$ cat src/rtl/vision_pkg.sv
`default_nettype none
// +--------------------------------------------------------------------+
// | Package    : vision_pkg                                            |
// | Description: Shared types and constants for the vision control     |
// |              filter (action FSM states, action and lane codes).    |
// | Revision   : 1.0 - initial release                                 |
// +--------------------------------------------------------------------+
package vision_pkg;

    typedef enum logic [1:0] {
        IDLE         = 2'd0,
        HOLD         = 2'd1,
        WAIT_RELEASE = 2'd2
    } action_state_t;

    localparam int ACTION_JUMP = 0;
    localparam int ACTION_DUCK = 1;

    localparam logic [1:0] LANE_LEFT  = 2'd0;
    localparam logic [1:0] LANE_MID   = 2'd1;
    localparam logic [1:0] LANE_RIGHT = 2'd2;

endpackage
`default_nettype wire

$ cat src/rtl/vision_action_timer.sv
`default_nettype none
// +--------------------------------------------------------------------+
// | Module     : vision_action_timer                                   |
// | Description: One action channel: IDLE / HOLD / WAIT_RELEASE FSM    |
// |              with a minimum-hold down-counter. A start is taken    |
// |              only when i_allow_start is high.                      |
// | Revision   : 1.0 - initial release                                 |
// +--------------------------------------------------------------------+
module vision_action_timer
    import vision_pkg::*;
#(
    parameter int HOLD_CYCLES = 32_500_000,
    parameter int TIMER_W     = $clog2(HOLD_CYCLES + 1)
) (
    input  logic clk,
    input  logic rst,
    input  logic i_valid,
    input  logic i_sample,
    input  logic i_allow_start,
    output logic o_start_req,
    output logic o_busy,
    output logic o_action,
    output logic o_action_start
);

    localparam logic [1:0]         c_st_idle   = IDLE;
    localparam logic [1:0]         c_st_hold   = HOLD;
    localparam logic [1:0]         c_st_wait   = WAIT_RELEASE;
    localparam logic [TIMER_W-1:0] c_hold_load = TIMER_W'(HOLD_CYCLES - 1);
    localparam logic [TIMER_W-1:0] c_timer_one = TIMER_W'(1);

    logic [1:0]         r_state;
    logic [TIMER_W-1:0] r_timer;
    logic               r_raw;
    logic               r_action;
    logic               r_action_start;
    logic               w_sample_eff;
    logic               w_start_req;

    // A strobe in the current cycle overrides the latched sample.
    assign w_sample_eff   = i_valid ? i_sample : r_raw;
    assign w_start_req    = i_valid && i_sample && (r_state == c_st_idle);
    assign o_start_req    = w_start_req;
    assign o_busy         = (r_state != c_st_idle);
    assign o_action       = r_action;
    assign o_action_start = r_action_start;

    // Channel FSM, hold timer, latched raw sample and registered outputs.
    always_ff @(posedge clk) begin
        if (rst) begin
            r_state        <= c_st_idle;
            r_timer        <= '0;
            r_raw          <= 1'b0;
            r_action       <= 1'b0;
            r_action_start <= 1'b0;
        end else begin
            r_action_start <= 1'b0;
            if (i_valid) begin
                r_raw <= i_sample;
            end
            case (r_state)
                c_st_idle: begin
                    if (w_start_req && i_allow_start) begin
                        r_state        <= c_st_hold;
                        r_timer        <= c_hold_load;
                        r_action       <= 1'b1;
                        r_action_start <= 1'b1;
                    end
                end
                c_st_hold: begin
                    // Free-running countdown; new rises do not reload it.
                    if (r_timer != '0) begin
                        r_timer <= r_timer - c_timer_one;
                    end else if (w_sample_eff) begin
                        r_state <= c_st_wait;
                    end else begin
                        r_state  <= c_st_idle;
                        r_action <= 1'b0;
                    end
                end
                c_st_wait: begin
                    if (i_valid && !i_sample) begin
                        r_state  <= c_st_idle;
                        r_action <= 1'b0;
                    end
                end
                default: begin
                    r_state  <= c_st_idle;
                    r_timer  <= '0;
                    r_action <= 1'b0;
                end
            endcase
        end
    end

endmodule
`default_nettype wire

$ cat src/rtl/vision_filter.sv
`default_nettype none
// +--------------------------------------------------------------------+
// | Module     : vision_filter                                         |
// | Description: Debouncer/filter for camera-derived player controls.  |
// |              Commits a lane after LANE_STABLE consistent strobes   |
// |              and stretches each action to a minimum hold time.     |
// |              Option macro VISION_FILTER_MUTEX_EN: at most one      |
// |              action channel active at a time (lowest index wins).  |
// | Revision   : 1.0 - initial release                                 |
// +--------------------------------------------------------------------+
module vision_filter
    import vision_pkg::*;
#(
    parameter int LANE_W      = 2,
    parameter int LANE_RESET  = int'(LANE_MID),
    parameter int LANE_STABLE = 3,
    parameter int NUM_ACTIONS = 2,
    parameter int HOLD_CYCLES = 32_500_000
) (
    input  logic                   system_clock_in,
    input  logic                   system_reset,
    input  logic                   vision_data_valid,
    input  logic [LANE_W-1:0]      lane_in,
    input  logic [NUM_ACTIONS-1:0] action_in,
    output logic [LANE_W-1:0]      lane,
    output logic                   lane_changed,
    output logic [NUM_ACTIONS-1:0] action,
    output logic [NUM_ACTIONS-1:0] action_start
);

    localparam int                  c_cnt_w      = $clog2(LANE_STABLE + 1);
    localparam logic [c_cnt_w-1:0]  c_stable     = c_cnt_w'(LANE_STABLE);
    localparam logic [c_cnt_w-1:0]  c_cnt_one    = c_cnt_w'(1);
    localparam logic [LANE_W-1:0]   c_lane_reset = LANE_W'(LANE_RESET);

    logic [LANE_W-1:0]      r_lane;
    logic [LANE_W-1:0]      r_cand;
    logic [c_cnt_w-1:0]     r_count;
    logic                   r_lane_changed;
    logic [c_cnt_w-1:0]     w_count_inc;
    logic [NUM_ACTIONS-1:0] w_start_req;
    logic [NUM_ACTIONS-1:0] w_busy;
    logic [NUM_ACTIONS-1:0] w_allow_start;

    assign lane         = r_lane;
    assign lane_changed = r_lane_changed;
    assign w_count_inc  = r_count + c_cnt_one;

    // Lane debounce: a new candidate must repeat LANE_STABLE times to commit.
    always_ff @(posedge system_clock_in) begin
        if (system_reset) begin
            r_lane         <= c_lane_reset;
            r_cand         <= c_lane_reset;
            r_count        <= '0;
            r_lane_changed <= 1'b0;
        end else begin
            r_lane_changed <= 1'b0;
            if (vision_data_valid) begin
                if (lane_in == r_lane) begin
                    r_count <= '0;
                end else if (lane_in == r_cand) begin
                    if (w_count_inc == c_stable) begin
                        r_lane         <= r_cand;
                        r_lane_changed <= 1'b1;
                        r_count        <= '0;
                    end else begin
                        r_count <= w_count_inc;
                    end
                end else begin
                    r_cand <= lane_in;
                    // A one-strobe threshold commits the fresh candidate at once.
                    if (c_cnt_one == c_stable) begin
                        r_lane         <= lane_in;
                        r_lane_changed <= 1'b1;
                        r_count        <= '0;
                    end else begin
                        r_count <= c_cnt_one;
                    end
                end
            end
        end
    end

`ifdef VISION_FILTER_MUTEX_EN
    logic w_blocked;

    // Arbitration: any active channel blocks all starts; among simultaneous
    // requests the lowest index is granted.
    always_comb begin
        w_blocked     = |w_busy;
        w_allow_start = '0;
        for (int i = 0; i < NUM_ACTIONS; i++) begin
            w_allow_start[i] = !w_blocked;
            w_blocked        = w_blocked | w_start_req[i];
        end
    end
`else
    logic w_unused_arb;

    assign w_allow_start = '1;
    assign w_unused_arb  = ^{w_busy, w_start_req};
`endif

    for (genvar gi = 0; gi < NUM_ACTIONS; gi++) begin : g_action
        vision_action_timer #(
            .HOLD_CYCLES (HOLD_CYCLES)
        ) u_timer (
            .clk            (system_clock_in),
            .rst            (system_reset),
            .i_valid        (vision_data_valid),
            .i_sample       (action_in[gi]),
            .i_allow_start  (w_allow_start[gi]),
            .o_start_req    (w_start_req[gi]),
            .o_busy         (w_busy[gi]),
            .o_action       (action[gi]),
            .o_action_start (action_start[gi])
        );
    end

endmodule
`default_nettype wire
$ cat config.mk
export PLATFORM = sky130hd
export DESIGN_NAME = vision_filter
export DESIGN_NICKNAME = d
export VERILOG_FILES = /design/src/rtl/vision_pkg.sv /design/src/rtl/vision_action_timer.sv /design/src/rtl/vision_filter.sv
export SDC_FILE = /design/constraint.sdc
export NUM_CORES = 1
export LEC_CHECK = 0
export ABC_CLOCK_PERIOD_IN_PS = 4000
export CAP_MARGIN = 5
export CORE_UTILIZATION = 55
export DETAILED_ROUTE_END_ITERATION = 12
export GPL_TIMING_DRIVEN = 0
export PLACE_DENSITY = 0.73
export SLEW_MARGIN = 20
export SYNTH_ARGS = -nofsm -noshare
export SYNTH_HDL_FRONTEND = slang
export SYNTH_SLANG_ARGS = --single-unit
$ cat constraint.sdc
create_clock -name system_clock_in -period 4 [get_ports system_clock_in]
set_input_delay 1.2 -clock system_clock_in [delete_from_list [all_inputs] [get_ports system_clock_in]]
set_output_delay 1.2 -clock system_clock_in [all_outputs]
set_load 0.005 [all_outputs]
==> results.txt, run 1 <==
Status -> completed
Worst Hold Launch -> g_action[1].u_timer.o_action$_SDFFE_PP0P_
Share of cells above drive strength 1 -> 7.66%
Clock transition at path regs -> 0.08 ns
Yosys cell types -> 67
TritonCTS clock tree -> yes
Hpwl dp -> 7290 µm
PwrDens -> 492 mW/mm²
Largest net degree at the start of global routing -> 13
Yosys reg bits -> 67
Part of the cycle the worst path needs -> 84.1%
EDFF count, synth -> 0
Final Setup Violations -> 0
Worst reg2reg startpoint -> g_action[1].u_timer.r_timer[0]$_SDFFE_PP0P_
Max-cap violations -> 0
Via density -> 6.77
Global route total overflow -> 0
Ys async rst share -> 0%
Finished Layout Cells -> 573
Metal2 WL -> 4370 µm
Max stage delay on crit path -> 0.57 ns
CP Max Fanout -> 10
Die width -> 85.3 µm
Crit path DAT -> 3.61 ns
Slew headroom -> 42.6%
Ys flop type -> dfxtp_1
LEAKAGE -> 1.64 nW
Clk_skew -> 0.0163 ns
Period minus WS final -> 3.37 ns
Fin. Hold Viols -> 0
Register area share after synthesis -> 35.2%
Wl on met1 -> 4990 µm
Pre-antenna DRT Iters -> 5
First-pass GRT wire length -> 16900 µm
Row count -> 29
Drt drc -> 0
Fin util -> 65.3%
Critical Path, Cell by Cell -> clkdlybuf4s50_1 -> and3b_1 -> clkbuf_1 -> nand2b_1 -> nand2_1 -> clkbuf_1 -> o22ai_1 -> a211o_1
Pwr Total -> 2.10 mW
Die Area -> 0.00727 mm²
CTS buffer count -> 9
Nets -> 502
Area of the mapped netlist -> 0.00381 mm²
Most used cell, CP -> clkbuf_1
Total track usage -> 29.8%
Hold_buf cts -> 0
Number of diodes -> 0
Hold WC Path Type -> register to register
YS warnings -> 0
GPL Wtd Cong -> 0.944
Total core area -> 0.00653 mm²
Least-Margin Pin Slew -> 0.853 ns
Crit path kind -> input port to register
Worst EP required -> 4.25 ns
Vias -> 3879
Setup crit start -> vision_data_valid
Fmax -> 297 MHz
# IOs -> 14
CP Capture Type -> register
PostCTS Resize Cnt -> 0
Synthesized Nets -> 478
# placed instances -> 557
TNS Setup -> 0 ns
Chip Height -> 85.3 µm
Critical-path top delay cell -> clkdlybuf4s50_1
Maximum vdd drop -> 0.329 mV
RSZ-0062 raised after global routing -> false
Buffers on Ports -> 13
Vias in the first global route -> 3409
Clock buffer depth -> 2
Fill count -> 590
Initial antenna violation count -> 0
DRT iter0 DRCs -> 383
Post-CTS Setup Inserts -> 0
Syn_area_per_cell -> 8.17 µm²
CTS H-Tree Depth -> 3
CTS root buf -> clkbuf_8
CP startpoint kind -> input port
CTS Sinks -> 67
Worst-skew pair later-pin latency -> 0.36 ns
Final ANT Viol Nets -> 0
Metal3 WL -> 948 µm
Post-Syn Instances -> 467
Starting Density -> 58.4%
Final wirelength -> 10500 µm
WL/cell -> 18.3 µm
Area grow syn2layout -> 11.8%
Max layer used -> met4
Max Transition Viols Final -> 0
## final timing paths
check                                                               endpoint  slack, ns  depth (start not counted)
worst min-delay path               g_action[1].u_timer.o_action$_SDFFE_PP0P_       0.46                          1
worst min register to register     g_action[1].u_timer.o_action$_SDFFE_PP0P_       0.46                          1
worst max register to register     g_action[1].u_timer.o_action$_SDFFE_PP0P_       1.26                          7
worst max-delay path            g_action[1].u_timer.r_timer[23]$_SDFFE_PP0P_       0.63                          8
## sequential cells by signal, summed over array words and instances (netlist names)
register,count
g_action.u_timer.o_action_start,2
g_action.u_timer.r_timer,50
g_action.u_timer.r_raw,2
lane_changed,1
g_action.u_timer.r_state,4
lane,2
r_count,2
g_action.u_timer.o_action,2
r_cand,2
## logic make-up after synthesis
| kind of cell | after synthesis | share of synthesized area, % |
|---|---|---|
| simple gates | 199 | 29.2 |
| fa+ha+maj | 4 | 1.31 |
| compound gates | 140 | 25.3 |
| buf+inv | 39 | 4.69 |
| xor+xnor | 13 | 2.99 |
| mux | 5 | 1.31 |
| flops | 67 | 35.2 |
## area by class of cell
cell class / instances / area (µm²) / share of cell area (%)
plain buffers: 25 / 126 / 2.96
well taps: 77 / 96.3 / 2.26
flip-flops and latches: 67 / 1340 / 31.4
repair buffers: 13 / 130 / 3.05
clock inverters: 6 / 87.6 / 2.05
multi-input cells: 361 / 2290 / 53.8
inverters: 14 / 52.6 / 1.23
clock buffers: 10 / 138 / 3.23
## power by group
group / internal, mW / switching, mW / total, mW / leakage [nW]
registers: 0.749 / 0.0971 / 0.846 / 0.552
logic: 0.230 / 0.370 / 0.600 / 0.969
clock network: 0.369 / 0.282 / 0.651 / 0.117
total: 1.35 / 0.749 / 2.10 / 1.64
## critical path, delay by kind of cell
kind	cells	cell delay, ns
compound gates	2	0.45
buf+inv	3	1.33
simple gates	3	0.62
## Yosys cell counts, drive strengths merged (5+ instances only)
cell     n  area share [%]
dfxtp   67              35
xnor2    5             1.1
nor3b    6             1.2
o31ai    9             1.8
nand2   30             3.0
nand4    8             1.3
clkbuf  15             1.5
a21o     8             1.6
xor2     8             1.8
or3     20             3.3
nand2b   8             1.3
nor2    42             4.3
nor3    17             2.2
a211o    6             1.4
o22ai   11             1.8
inv     13             1.3
o21a     5            0.98
o21ai   20             2.6
nand3   15             2.0
nor4    18             3.3
a21oi   30             3.9
a22o     6             1.4
or4     16             3.4
mux2i    5             1.3
buf     10             1.8
o211ai  10             2.0
## layout by cell type (no fill, tap or decap), drive strengths merged, types with 3 or more instances in the layout
master         instances
clkdlybuf4s50         13
mux2i                  5
nand2                 30
o31ai                  9
o21a                   5
and2                   4
o211ai                10
o21ai                 20
or4                   16
o311ai                 3
nor4                  18
buf                   10
xnor2                  5
a21o                   8
nand4                  8
and3                   4
nand3                 15
nor3                  17
nand2b                 8
xor2                   8
nor2                  42
ha                     4
or3                   20
a211o                  6
o221ai                 3
o21bai                 3
clkbuf                25
a22o                   6
o31a                   3
dfxtp                 67
or2                    3
o22ai                 11
inv                   14
nor3b                  6
clkinv                 4
a21oi                 30
## metal layers
metal | GRT usage (%) | vias up
met4 | 11.7 | 0
met2 | 43.3 | 184
met1 | 43.2 | 1834
li1 | - | 1838
met3 | 6.03 | 23
met5 | 0 | -
## through the flow
stage	setup WS, ns	hold slack [ns]	cell area (µm²)
5_1_grt	0.490	0.482	4270
4_1_cts	0.706	0.467	4270
2_1_floorplan	1.39	0.427	3810
3_3_place_gp	0.369	0.439	4040
6_report	0.634	0.461	4270
3_5_place_dp	0.365	0.446	4040
Note: power is estimated with default switching activity, not from simulation.
==> run 2, diff against run 1 <==
--- a/config.mk
+++ b/config.mk
@@ -5,7 +5,7 @@
 export SDC_FILE = /design/constraint.sdc
 export NUM_CORES = 1
 export LEC_CHECK = 0
-export ABC_CLOCK_PERIOD_IN_PS = 4000
+export ABC_CLOCK_PERIOD_IN_PS = 3500
 export CAP_MARGIN = 5
 export CORE_UTILIZATION = 55
 export DETAILED_ROUTE_END_ITERATION = 12
==> constraint.sdc (replaced) <==
create_clock -name system_clock_in -period 3.5 [get_ports system_clock_in]
set_input_delay 1.05 -clock system_clock_in [delete_from_list [all_inputs] [get_ports system_clock_in]]
set_output_delay 1.05 -clock system_clock_in [all_outputs]
set_load 0.005 [all_outputs]
==> results of run 2 <==
Same layout as run 1 (identical final DEF). Status: completed.
Main changes from that run: setup slack after placement 0.365 ns -> 0.0149 ns; setup slack after layout 0.634 ns -> 0.284 ns; register-to-register setup slack 1.26 ns -> 0.76 ns; total power 2.10 mW -> 2.40 mW; worst IR drop on VDD 0.329 mV -> 0.376 mV
